<file path="src/rtl/bp_pkg.sv">
// bp_pkg: shared types and constants for the branch-prediction resolver and BTB write port
package bp_pkg;
    localparam int PC_W = 64;

    function automatic int TAG_W(input int depth);
        return $clog2(depth);
    endfunction

    typedef struct packed {
        logic [PC_W-1:0] pc;
        logic [PC_W-1:0] pred_dest;
        logic            pred_valid;
        logic            pred_uncond;
        logic            resolved;
        logic            taken;
        logic [PC_W-1:0] dest;
        logic            uncond;
        logic            valid;
    } bp_entry_t;

    typedef struct packed {
        logic [PC_W-1:0] pc;
        logic [PC_W-1:0] dest;
        logic            uncond;
    } bp_update_t;
endpackage

</file>
<file path="src/rtl/bp_resolver.sv">
// bp_resolver: tracks fetch predictions in order, accepts out-of-order resolutions, retires in order driving BTB update and mispredict redirect
// Ports: clk/clkEn/rst control; alloc* record a fetch prediction (allocTag returns its tag);
// resolve* deliver execute outcomes by tag; flush discards everything; update* is the BTB
// write strobe; redirect* is the front-end redirect; count is the queue occupancy.
module bp_resolver
    import bp_pkg::*;
#(
    parameter int DEPTH      = 8,
    parameter int INST_BYTES = 4
) (
    input  logic                     clk,
    input  logic                     clkEn,
    input  logic                     rst,
    input  logic                     allocValid,
    output logic                     allocReady,
    input  logic [PC_W-1:0]          allocPc,
    input  logic [PC_W-1:0]          allocPredDest,
    input  logic                     allocPredValid,
    input  logic                     allocPredUncond,
    output logic [TAG_W(DEPTH)-1:0]  allocTag,
    input  logic                     resolveValid,
    input  logic [TAG_W(DEPTH)-1:0]  resolveTag,
    input  logic                     resolveTaken,
    input  logic                     resolveUncond,
    input  logic [PC_W-1:0]          resolveDest,
    input  logic                     flush,
    output logic                     update,
    output logic [PC_W-1:0]          updatePc,
    output logic [PC_W-1:0]          updateDest,
    output logic                     updateUncond,
    output logic                     redirectValid,
    output logic [PC_W-1:0]          redirectPc,
    output logic [TAG_W(DEPTH):0]    count
);
    localparam int TW = TAG_W(DEPTH);
    localparam int CW = TW + 1;

    bp_entry_t       q [DEPTH];
    bp_entry_t       h;
    bp_update_t      upd_q;
    logic [TW-1:0]   head, tail;
    logic            retire, mis, need, do_alloc, do_res;

    assign h          = q[head];
    assign retire     = h.valid && h.resolved;
    assign mis        = retire && ((h.pred_valid != h.taken) || (h.taken && h.pred_dest != h.dest));
    assign need       = retire && h.taken && (!h.pred_valid || h.pred_dest != h.dest || h.pred_uncond != h.uncond);
    assign allocReady = count != CW'(DEPTH);
    assign allocTag   = tail;
    assign do_alloc   = allocValid && allocReady && !flush && !mis;
    assign do_res     = resolveValid && q[resolveTag].valid && !q[resolveTag].resolved;
    assign updatePc     = upd_q.pc;
    assign updateDest   = upd_q.dest;
    assign updateUncond = upd_q.uncond;

    always_ff @(posedge clk) begin
        if (rst) begin
            head          <= '0;
            tail          <= '0;
            count         <= '0;
            update        <= 1'b0;
            redirectValid <= 1'b0;
            redirectPc    <= '0;
            upd_q         <= '0;
            for (int i = 0; i < DEPTH; i++) q[i].valid <= 1'b0;
        end else if (clkEn) begin
            update        <= need && !flush;
            redirectValid <= mis && !flush;
            if (retire && !flush) begin
                upd_q      <= '{pc: h.pc, dest: h.dest, uncond: h.uncond};
                redirectPc <= h.taken ? h.dest : h.pc + PC_W'(INST_BYTES);
            end
            if (flush) begin
                for (int i = 0; i < DEPTH; i++) q[i].valid <= 1'b0;
                tail  <= head;
                count <= '0;
            end else if (mis) begin
                // younger entries were fetched down the wrong path
                for (int i = 0; i < DEPTH; i++) q[i].valid <= 1'b0;
                head  <= head + 1'b1;
                tail  <= head + 1'b1;
                count <= '0;
            end else begin
                if (do_res) begin
                    q[resolveTag].resolved <= 1'b1;
                    q[resolveTag].taken    <= resolveTaken;
                    q[resolveTag].dest     <= resolveDest;
                    q[resolveTag].uncond   <= resolveUncond;
                end
                if (do_alloc) begin
                    q[tail] <= '{pc: allocPc, pred_dest: allocPredDest, pred_valid: allocPredValid,
                                 pred_uncond: allocPredUncond, resolved: 1'b0, taken: 1'b0,
                                 dest: '0, uncond: 1'b0, valid: 1'b1};
                    tail    <= tail + 1'b1;
                end
                if (retire) begin
                    q[head].valid <= 1'b0;
                    head          <= head + 1'b1;
                end
                count <= count + CW'(do_alloc) - CW'(retire);
            end
        end
    end
endmodule

</file>
<file path="config.mk">
export PLATFORM = sky130hd
export DESIGN_NAME = bp_resolver
export DESIGN_NICKNAME = d
export VERILOG_FILES = /design/src/rtl/bp_pkg.sv /design/src/rtl/bp_resolver.sv
export SDC_FILE = /design/constraint.sdc
export NUM_CORES = 2
export LEC_CHECK = 0
export BUFFER_PORTS_ARGS = -buffer_cell sky130_fd_sc_hd__buf_4
export CORE_MARGIN = 2
export CORE_UTILIZATION = 50
export CTS_CLUSTER_SIZE = 20
export DETAILED_ROUTE_END_ITERATION = 16
export PLACE_DENSITY = 0.7
export REMOVE_ABC_BUFFERS = 1
export SYNTH_ARGS = -nofsm -noshare
export SYNTH_HDL_FRONTEND = slang
export SYNTH_SLANG_ARGS = --single-unit
</file>
<file path="constraint.sdc">
create_clock -name clk -period 7.15 [get_ports clk]
set_clock_uncertainty 0.15 [all_clocks]
set_input_delay 1.7875 -clock clk [delete_from_list [all_inputs] [get_ports clk]]
set_output_delay 1.7875 -clock clk [all_outputs]
set_load 0.02 [all_outputs]
</file>
==> key figures <==
Outcome
  – Status: completed

Cells and area
  – Util after Layout: between 50% and 60%
  – NumNets Final: just under 6000
  – Layout Cells excl Fill: 7738
  – Layout cell share with drive strength beyond 1: around 22%
  – Area growth from synthesis to layout: 14.9%
  – # fillers: ~11000

Floorplanning
  – Number of core rows: between 100 and 150
  – Die Y: between 300 and 400 µm
  – Die W: approximately 390 µm
  – Io pins: 408
  – Die area: 150000 µm²
  – Core Area: approximately 150000 µm²
  – Initial core utilization: about half

Worst setup path
  – Reg2reg path depth: 12
  – R2r endpoint: allocTag[0]
  – Reg2Reg Setup Slack: 0.63 ns
  – Worst Setup EP: allocTag[0]
  – Req. time, crit path: 7.71 ns
  – Worst Path Max Fanout: 67
  – Startpoint Class: flop
  – Worst endpoint data arrival time: 7.07 ns
  – CP Class: reg -> reg
  – Nature of the critical path endpoint: flop

Synth
  – Cell Area, Synth: ~74000 µm²
  – Top FF cell, synth: edfxtp_1
  – Post-Synthesis Cells: ~5400
  – Number of synthesized flops with an enable pin: about 1000
  – Largest cells by area after synthesis: edfxtp_1 (42%), dfxtp_1 (20%), mux4_2 (12%)
  – Post-synth top area cell: edfxtp_1
  – Post-synth ARST share: 0%
  – Post-synth cell types: 78
  – Sequential cell area fraction in the yosys report: between 60% and 70%
  – Commonest cells in the netlist: edfxtp_1 (1040), dfxtp_1 (752), nor2_1 (452)
  – Top-area cell type share of the netlist area: 42.4%
  – Mean cell area of the mapped netlist: around 14 µm²
  – Synth warnings: 0
  – Most common cell in the netlist: edfxtp_1
  – Seq cells post-synth: about 1800

Place
  – Worst slack, placed: 0.613 ns
  – Routability cong.: roughly 0.9
  – PortBufs: 407
  – # placed instances: approximately 7400
  – DP Wirelength: roughly 140000 µm

STA
  – RSZ-0062 raised after global routing: no
  – Slew @ Worst Pin: 1.31 ns
  – Total negative slack: 0 ns
  – F_max: around 0.15 GHz
  – Relative slew slack: roughly 13%
  – Min cycle time layout: 6.52 ns
  – Slew Viols, Final: 0
  – Fin crit share: about nine tenths
  – Setup violations, final: 0
  – Final worst slack: approximately 0.63 ns
  – Final hold violations: 0

Power and ir drop
  – Leak: roughly 28 nW
  – Worst vdd ir: 0.177 mV
  – PwrDens: 247 nW/µm²
  – Total power: 0.0209 W

Global route
  – First-pass GRT wire length: about 330000 µm
  – Initial antenna violation count: between 50 and 60
  – Largest net degree at the start of global routing: ~120
  – GRT overflow: 0
  – Tot GR Track Use: 29.5%
  – Vias in the first global route: roughly 48000

Drt
  – Vias per cell: ~6.3
  – Vias: about 49000
  – First drt pass iteration count: 6
  – DRC viols: 0
  – Final WL: 226000 µm
  – Post-route antenna net violation count: 0
  – Routed WL per cell: around 29 µm
  – Drt first-iter violations: between 6000 and 7000

CTS
  – Post-CTS Repair Setup Buffers: 0
  – Depth of the CTS H-tree: 4
  – CTS root buf: clkbuf_16
  – CTS tree: built
  – Hold buffer count at cts: 0
  – Post_cts resized: 0
  – Clk sinks: about 1800
  – Clk slew on worst S/H paths: 0.06 ns
  – Total CTS buffers: about 180
  – Longest Clk Path Bufs: 3
  – Clock latency on the worst-skew pair: ~0.83 ns

Worst hold path
  – Worst Hold Class: reg -> reg

Flow run
  – Max_cap viols: 0
area by class of cell:
cell class                 count  area [µm²]  area share [%]
timing repair buffer         549        4690            5.55
tap                         1917        2400            2.84
sequential                  1792       46300            54.7
multi-input combinational   3088       25100            29.6
antenna                       28        70.1          0.0828
clock buffer                 260        5240            6.20
inverter                      21        83.8          0.0991
clock inverter                83         741           0.876
cells in the final DEF (no fill, tap or decap), types with 7 or more instances in the layout:
master	instances
nor2b_1	14
o21ai_0	260
clkbuf_16	189
nor2_1	451
and3_1	9
ha_1	8
bufinv_16	10
buf_4	503
clkbuf_8	24
mux2i_1	358
nand2_1	219
a211oi_1	126
nor4_1	13
dfxtp_1	749
nor3_1	65
a21oi_1	390
clkinv_1	23
mux4_2	385
o22ai_1	9
a2bb2oi_1	10
diode_2	28
nand3_1	386
buf_12	45
o211a_1	9
and2_1	8
inv_1	17
clkbuf_1	44
o21ai_1	56
mux2_2	26
nand4_1	13
a31oi_1	7
xnor2_1	101
xor2_1	45
clkinv_2	28
inv_6	10
nand2b_1	8
edfxtp_1	1040
metrics by stage:
step	hold slack (ns)	cell area [µm²]
final	0.300	84600
after global routing	0.320	84500
after CTS	0.301	84500
after detailed placement	0.293	78500
after global placement	0.285	78500
after floorplan	0.279	71200
power by group:
part	leakage, nW	internal [W]	switching (W)
combinational	9.78	0.000137	0.000278
sequential	15.4	0.0109	0.0000100
clock	2.95	0.00547	0.00403
state kept, by name (all words and copies together) (netlist names), named ones only:
name / cells
allocTag: 3
count: 4
head: 3
q: 1584
redirectPc: 64
redirectValid: 1
update: 1
updateDest: 64
updatePc: 64
updateUncond: 1
how the worst min path moves through the flow:
stage / startpoint / to / cells after the start / slack, ns
global route: q[7][59] / q[7][59] / 2 / 0.32
finish: q[7][33] / q[7][33] / 2 / 0.30
global placement: q[7][55] / q[7][55] / 2 / 0.28
detailed placement: q[7][66] / q[7][66] / 2 / 0.29
CTS: q[7][14] / q[7][14] / 2 / 0.30
floorplan: q[7][10] / q[7][10] / 2 / 0.28
critical path, cell delays in order (launching register included):
cell     delay [ns]
dfxtp_4        0.89
buf_4          0.57
mux4_2         0.61
xnor2_1        0.18
a21oi_1        0.10
nor4b_2        0.77
nand4_1        0.50
nor4_4         0.48
nand4_4        0.36
nand2_4        0.27
buf_4          0.81
o21ai_0        0.23
a221o_1        0.35
kinds of logic (layout without fill, tap and decap cells):
group / Yosys count / in the layout / share of synthesized area [%]
mux: 771 / 771 / 17.1
other cells: 0 / 28 / 0
buf+inv: 517 / 913 / 3.39
compound gates: 923 / 923 / 7.13
simple gates: 1239 / 1239 / 7.64
xor+xnor: 146 / 146 / 1.74
fa+ha+maj: 9 / 9 / 0.163
flops: 1792 / 1792 / 62.9
metal layers:
metal / vias up / GRT usage, % / share of wire, % / wire [µm]
met1: 24800 / 39.2 / 38 / 86800
li1: 20900 / - / - / -
met2: 2811 / 44.7 / 46 / 103000
met4: 50 / 13.8 / 4.5 / 10100
met5: - / 0 / 0.14 / 310
met3: 550 / 8.88 / 11 / 25500
Note: power is estimated with default switching activity, not from simulation.
